**config.mk**
```make
export PLATFORM = sky130hd
export DESIGN_NAME = fetch_redirect_unit_flat
export DESIGN_NICKNAME = d
export VERILOG_FILES = /design/src/rtl/fetch_redirect_unit_if.sv /design/src/rtl/fetch_redirect_unit.sv /design/src/flat_wrapper.sv
export SDC_FILE = /design/constraint.sdc
export NUM_CORES = 1
export LEC_CHECK = 0
export CORE_MARGIN = 1
export CORE_UTILIZATION = 65
export CTS_BUF_LIST = sky130_fd_sc_hd__clkbuf_4
export DETAILED_ROUTE_END_ITERATION = 16
export DONT_BUFFER_PORTS = 1
export GPL_TIMING_DRIVEN = 0
export PLACE_DENSITY = 0.92
export SETUP_SLACK_MARGIN = 0.05
export SLEW_MARGIN = 10
export SYNTH_ARGS = -nofsm -noshare
export SYNTH_HDL_FRONTEND = slang
export SYNTH_SLANG_ARGS = --single-unit
```
**constraint.sdc**
```tcl
create_clock -name clk -period 2.86 [get_ports clk]
set_clock_uncertainty 0.05 [all_clocks]
set_input_delay 0.143 -clock clk [delete_from_list [all_inputs] [get_ports clk]]
set_output_delay 0.143 -clock clk [all_outputs]
set_load 0.02 [all_outputs]
```
**src/rtl/fetch_redirect_unit_if.sv**
```systemverilog
// Handshake bundle between the fetch redirect unit and its neighbours:
// squash notification, instruction-memory request/response, decode output.
// Optional squash statistics are present when FETCH_SQUASH_STATS_EN is defined.
interface fetch_redirect_unit_if #(
    parameter int p_seq_num_bits = 5
);
    logic                      squash_val;
    logic [31:0]               squash_target;
    logic [p_seq_num_bits-1:0] squash_seq_num;

    logic                      mem_req_val;
    logic                      mem_req_rdy;
    logic [31:0]               mem_req_addr;

    logic                      mem_resp_val;
    logic                      mem_resp_rdy;
    logic [31:0]               mem_resp_data;

    logic                      D_val;
    logic                      D_rdy;
    logic [31:0]               D_inst;
    logic [31:0]               D_pc;

`ifdef FETCH_SQUASH_STATS_EN
    logic [31:0]               squash_count;
    logic [p_seq_num_bits-1:0] last_squash_seq_num;
    logic [31:0]               dropped_count;
`endif

    // Fetch unit side.
    modport slave (
        input  squash_val, squash_target, squash_seq_num,
        output mem_req_val, mem_req_addr,
        input  mem_req_rdy,
        input  mem_resp_val, mem_resp_data,
        output mem_resp_rdy,
        output D_val, D_inst, D_pc,
        input  D_rdy
`ifdef FETCH_SQUASH_STATS_EN
        , output squash_count, last_squash_seq_num, dropped_count
`endif
    );

    // Environment side (execute, memory, decode).
    modport master (
        output squash_val, squash_target, squash_seq_num,
        input  mem_req_val, mem_req_addr,
        output mem_req_rdy,
        output mem_resp_val, mem_resp_data,
        input  mem_resp_rdy,
        input  D_val, D_inst, D_pc,
        output D_rdy
`ifdef FETCH_SQUASH_STATS_EN
        , input squash_count, last_squash_seq_num, dropped_count
`endif
    );
endinterface

```
**src/rtl/fetch_redirect_unit.sv**
```systemverilog
// Fetch redirect unit: owns the fetch PC, issues in-order instruction fetches,
// tracks the PC of each outstanding fetch in a small FIFO, and on a squash
// redirects the PC and discards every response belonging to older fetches.
// Optional macro FETCH_SQUASH_STATS_EN adds squash/drop statistics outputs.
module fetch_redirect_unit #(
    parameter int          p_seq_num_bits  = 5,
    parameter int          p_max_in_flight = 4,
    parameter logic [31:0] p_reset_pc      = 32'h0000_0200
) (
    input  logic                 clk,
    input  logic                 rst,
    fetch_redirect_unit_if.slave bus
);
    localparam int            PW      = $clog2(p_max_in_flight);
    localparam int            CW      = PW + 1;
    localparam logic [CW-1:0] MAX_CNT = CW'(p_max_in_flight);

    logic [31:0]   pc_q, pc_d;
    logic [31:0]   fifo_q [p_max_in_flight];
    logic [PW-1:0] head_q, head_d;
    logic [PW-1:0] tail_q, tail_d;
    logic [CW-1:0] cnt_q, cnt_d;
    logic [CW-1:0] drop_q, drop_d;
    logic          req_fire;
    logic          resp_fire;
    logic          dropping;

    // A response is thrown away while stale fetches remain or a squash is live.
    assign dropping = (drop_q != '0) || bus.squash_val;

    // Full is judged on the pre-pop count, so a same-cycle pop never frees a slot.
    assign bus.mem_req_val   = !rst && !bus.squash_val && (cnt_q < MAX_CNT);
    assign bus.mem_req_addr  = pc_q;
    assign bus.mem_resp_rdy  = !rst && (dropping || bus.D_rdy);
    assign bus.D_val         = !rst && bus.mem_resp_val && !dropping;
    assign bus.D_inst        = bus.mem_resp_data;
    assign bus.D_pc          = fifo_q[head_q];

    assign req_fire  = bus.mem_req_val && bus.mem_req_rdy;
    assign resp_fire = bus.mem_resp_val && bus.mem_resp_rdy;

    // Next-state for PC, FIFO pointers, occupancy and pending-drop count.
    always_comb begin
        pc_d   = pc_q;
        head_d = head_q;
        tail_d = tail_q;
        drop_d = drop_q;
        if (req_fire) begin
            pc_d   = pc_q + 32'd4;
            tail_d = tail_q + 1'b1;
        end
        if (resp_fire) begin
            head_d = head_q + 1'b1;
        end
        cnt_d = cnt_q + CW'(req_fire) - CW'(resp_fire);
        if (bus.squash_val) begin
            // Everything still outstanding after this cycle is older than the squash.
            pc_d   = {bus.squash_target[31:2], 2'b00};
            drop_d = cnt_q - CW'(resp_fire);
        end else if (resp_fire && (drop_q != '0)) begin
            drop_d = drop_q - 1'b1;
        end
    end

    // Control state, asynchronously reset.
    always_ff @(posedge clk or posedge rst) begin
        if (rst) begin
            pc_q   <= p_reset_pc;
            head_q <= '0;
            tail_q <= '0;
            cnt_q  <= '0;
            drop_q <= '0;
        end else begin
            pc_q   <= pc_d;
            head_q <= head_d;
            tail_q <= tail_d;
            cnt_q  <= cnt_d;
            drop_q <= drop_d;
        end
    end

    // PC storage for outstanding fetches; contents only matter while occupied.
    always_ff @(posedge clk) begin
        if (req_fire) begin
            fifo_q[tail_q] <= pc_q;
        end
    end

`ifdef FETCH_SQUASH_STATS_EN
    logic [31:0]               squash_count_q;
    logic [p_seq_num_bits-1:0] last_seq_q;
    logic [31:0]               dropped_count_q;
    logic                      unused_bits;

    assign unused_bits             = ^bus.squash_target[1:0];
    assign bus.squash_count        = squash_count_q;
    assign bus.last_squash_seq_num = last_seq_q;
    assign bus.dropped_count       = dropped_count_q;

    // Squash and discarded-response statistics.
    always_ff @(posedge clk or posedge rst) begin
        if (rst) begin
            squash_count_q  <= '0;
            last_seq_q      <= '0;
            dropped_count_q <= '0;
        end else begin
            if (bus.squash_val) begin
                squash_count_q <= squash_count_q + 32'd1;
                last_seq_q     <= bus.squash_seq_num;
            end
            if (resp_fire && dropping) begin
                dropped_count_q <= dropped_count_q + 32'd1;
            end
        end
    end
`else
    logic unused_bits;
    assign unused_bits = ^{bus.squash_target[1:0], bus.squash_seq_num};
`endif

`ifndef SYNTHESIS
    // A response with nothing outstanding means the memory broke ordering.
    always @(posedge clk) begin
        if (!rst) begin
            assert (!(bus.mem_resp_val && (cnt_q == '0)))
                else $error("fetch_redirect_unit: response with no request outstanding");
        end
    end
`endif
endmodule
```
**src/flat_wrapper.sv**
```systemverilog
// flat-port wrapper written by rule: the top's interface ports become plain ports
module fetch_redirect_unit_flat 
#(
    parameter int          p_seq_num_bits  = 5,
    parameter int          p_max_in_flight = 4,
    parameter logic [31:0] p_reset_pc      = 32'h0000_0200
)
  (clk, rst, bus_squash_val, bus_squash_target, bus_squash_seq_num, bus_mem_req_val, bus_mem_req_addr, bus_mem_req_rdy, bus_mem_resp_val, bus_mem_resp_data, bus_mem_resp_rdy, bus_D_val, bus_D_inst, bus_D_pc, bus_D_rdy);
  fetch_redirect_unit_if #(.p_seq_num_bits(p_seq_num_bits)) bus_i ();
  input  logic clk;
  input  logic rst;
  input wire logic [$bits(bus_i.squash_val)-1:0] bus_squash_val;
  input wire logic [$bits(bus_i.squash_target)-1:0] bus_squash_target;
  input wire logic [$bits(bus_i.squash_seq_num)-1:0] bus_squash_seq_num;
  output wire logic [$bits(bus_i.mem_req_val)-1:0] bus_mem_req_val;
  output wire logic [$bits(bus_i.mem_req_addr)-1:0] bus_mem_req_addr;
  input wire logic [$bits(bus_i.mem_req_rdy)-1:0] bus_mem_req_rdy;
  input wire logic [$bits(bus_i.mem_resp_val)-1:0] bus_mem_resp_val;
  input wire logic [$bits(bus_i.mem_resp_data)-1:0] bus_mem_resp_data;
  output wire logic [$bits(bus_i.mem_resp_rdy)-1:0] bus_mem_resp_rdy;
  output wire logic [$bits(bus_i.D_val)-1:0] bus_D_val;
  output wire logic [$bits(bus_i.D_inst)-1:0] bus_D_inst;
  output wire logic [$bits(bus_i.D_pc)-1:0] bus_D_pc;
  input wire logic [$bits(bus_i.D_rdy)-1:0] bus_D_rdy;
  assign bus_i.squash_val = bus_squash_val;
  assign bus_i.squash_target = bus_squash_target;
  assign bus_i.squash_seq_num = bus_squash_seq_num;
  assign bus_mem_req_val = bus_i.mem_req_val;
  assign bus_mem_req_addr = bus_i.mem_req_addr;
  assign bus_i.mem_req_rdy = bus_mem_req_rdy;
  assign bus_i.mem_resp_val = bus_mem_resp_val;
  assign bus_i.mem_resp_data = bus_mem_resp_data;
  assign bus_mem_resp_rdy = bus_i.mem_resp_rdy;
  assign bus_D_val = bus_i.D_val;
  assign bus_D_inst = bus_i.D_inst;
  assign bus_D_pc = bus_i.D_pc;
  assign bus_i.D_rdy = bus_D_rdy;
  fetch_redirect_unit #(.p_seq_num_bits(p_seq_num_bits), .p_max_in_flight(p_max_in_flight), .p_reset_pc(p_reset_pc)) u_core (.clk(clk), .rst(rst), .bus(bus_i));
endmodule
```
==> flow_metrics.tcl <==
set metrics [dict create \
    period_needed_ps 2720 \
    gr-total-overflow 0 \
    critical_path_arrival_ps 3160 \
    pre_cts_ws_ps 59.0 \
    routed_wl_um 17000 \
    power_frac_seq_pct 49.5 \
    drtPass1Iterations 6 \
    worstMarginPinSlew_ps 1120 \
    leakagePower_nw 2.83 \
    syn-cell-area_um2 7050 \
    slew_viol_final 0 \
    clock-sinks 160 \
    drive_above_1_share_pct 21.8 \
    hold_ws_ps 23.2 \
    rsz0062_at_grt "no" \
    dr.first_iter.drc_count 623 \
    synth.distinct_cells 51 \
    cts-root-buf "clkbuf_4" \
    hold_viol 0 \
    die_h_um 106 \
    synth_area_leaders "edfxtp_1 51%, dfrtp_1 14%, mux4_2 9.6%" \
    status "finished clean" \
    tns_ps 0 \
    cts_tree "yes" \
    synth_largest_area_cell "edfxtp_1" \
    p_per_area_nw_per_um2 750 \
    start_util_pct 67.7 \
    synth-async-reset-ratio_pct 25.0 \
    antenna_found_initial 1 \
    fp.dieArea_um2 11300 \
    power_switching_mw 2.04 \
    grt_use_total_pct 32.1 \
    synth-seq-area-share_pct 65.3 \
    drtAntennaViolNets 0 \
    route.detailed.drc 0 \
    post-route-period-util_pct 95.1 \
    port_buffers 0 \
    ctsHtreeMaxLevel 4 \
    met3_usage_pct 10.6 \
    synth_top_area_share_pct 51.1 \
    nNetsFinal 620 \
    p_sw_share_pct 34.1 \
    synth_flop_cell "edfxtp_1" \
    grt_pass1_vias 4707 \
    hp-start "rst" \
    grtUsageMet1_pct 35.9 \
    synth_common_cells "120 x edfxtp_1, 39 x dfrtp_1, 36 x buf_4" \
    crit_start "u_core.bus.mem_req_addr[17]" \
    ios 174 \
    area_delta_synth_final_pct 13.4 \
    synth-seq-cells 160 \
    worst_skew_pair.late_latency_ps 570 \
    syn_area_per_cell_um2 15.1 \
    clock.fmax_mhz 368 \
    whs_path_depth 3 \
    die_w_um 106 \
    vias 4650 \
    r2r_cells 5 \
    critical_path_peak_fanout 11 \
    slew-limit-headroom_pct 23.9 \
    hp-class "input port to flop" \
    core_area_um2 10400 \
    grt_pass1_wl_um 25700 \
    synth_most_common_cell "edfxtp_1" \
    clkTransAtPathRegs_ps 120 \
    crit_type "flop to flop" \
    yosysWarnings 0 \
    cp-end-kind "flop" \
    gp_congestion 0.850 \
    max-cap-violations 0 \
    viasPerCell 6.80 \
    wire_per_inst_um 24.9 \
    num_rows 37 \
    comb_power_share_pct 28.4 \
    fin_ws_ps 142 \
    crit_required_ps 3300 \
    numCtsBuffers 17 \
    clockBufferDepth 2 \
    synth-edff-count 120 \
    power_frac_clock_pct 22.1 \
    dpl.hpwl_um 10700 \
    final-setup-viol-count 0 \
    postCtsSetupRepairBufs 0 \
    p_int_mw 3.95 \
    timing.rr.start "u_core.bus.mem_req_addr[17]" \
    startpoint_type "flop" \
    gr-max-usage-layer "met2" \
    gr-usage-met2_pct 55.7 \
    synth_cells 467 \
    max-vdd-ir-drop_v 0.000373 \
    grt_max_degree 31 \
]
## state kept, by name (all words and copies together), names as in the netlist
name,cells
u_core.bus.mem_req_addr,30
u_core.cnt_q,3
u_core.drop_q,3
u_core.fifo_q,120
u_core.head_q,2
u_core.tail_q,2
## final timing paths
check,slack [ps],endpoint
hold reg to reg,550,u_core.tail_q[1]
setup reg to reg,140,u_core.bus.mem_req_addr[30]
max in group asynchronous,1640,u_core.bus.mem_req_addr[9]
min in group asynchronous,560,u_core.tail_q[1]
hold / removal,20,u_core.drop_q[2]
setup / recovery,140,u_core.bus.mem_req_addr[30]
## power by group through the flow
stage / Combinational (mW) / Clock [mW] / Sequential [mW]
after floorplan: 1.36 / 0 / 2.93
after global placement: 1.56 / 0 / 2.98
after detailed placement: 1.63 / 0 / 3.00
after CTS: 1.70 / 1.30 / 2.95
after global routing: 1.82 / 1.40 / 2.99
final: 1.71 / 1.32 / 2.97
## critical path, stage by stage (launching register included)
cell     delay, ps
dfrtp_1        680
nand4_1        520
or3_1          470
buf_1          170
or4_1          520
a31oi_1        220
## cells in the final DEF, fill, tap and decap left out, types with 7 or more instances in the layout
cell type | Yosys | final
xnor2_1 | 14 | 14
nand4_1 | 8 | 8
o21ai_0 | 13 | 13
clkbuf_4 | 0 | 21
ha_1 | 10 | 10
o31ai_1 | 7 | 7
dlygate4sd3_1 | 0 | 44
nor2_1 | 23 | 23
nand3_1 | 11 | 11
a31oi_1 | 14 | 14
mux4_2 | 30 | 30
edfxtp_1 | 120 | 120
inv_1 | 18 | 17
buf_4 | 36 | 36
nand2_1 | 29 | 29
clkbuf_1 | 10 | 10
dfrtp_1 | 39 | 39
## cell type report
type                       instances  area, µm²
tap                              136        170
buffer                            54        349
fill                             541       2420
sequential                       160       4610
clock buffer                      21        158
clock inverter                    11        114
antenna                            1       2.50
inverter                          18       67.6
multi-input combinational        238       2070
timing repair buffer              45        460
## per-stage QoR
step | cell area [µm²] | cells | power, mW | util [%]
floorplan | 7060 | 470 | 4.29 | -
global placement | 7230 | 606 | 4.54 | 69.4
detailed placement | 7260 | 607 | 4.63 | 69.7
CTS | 7970 | 682 | 5.96 | 76.5
global route | 7990 | 684 | 6.21 | 76.7
finish | 7990 | 684 | 5.99 | 76.7
## what timing repair did
action,in CTS,in global routing
hold buffers,43,1
resized for setup,2,3
endpoints found under the setup margin,2,9
hold endpoints to repair,78,11
## cell families (layout without fill, tap and decap cells)
family | after synthesis | after routing | share of synthesized area [%]
buffers and inverters | 72 | 149 | 5.89
and+or+nand+nor | 120 | 120 | 9.28
other | 1 | 5 | 0.0532
muxes | 35 | 35 | 10.3
xor gates and xnor gates | 18 | 18 | 2.24
AOI/OAI and AO/OA | 50 | 50 | 4.81
DFF | 160 | 160 | 65.3
adders and majority gates | 11 | 11 | 2.06
## per-layer routing
metal,share of wire [%],up-vias
li1,-,1894
met1,33,2289
met2,53,400
met3,11,67
met4,3.4,0
met5,0,-
No activity file was read; power rests on OpenSTA's default activity.
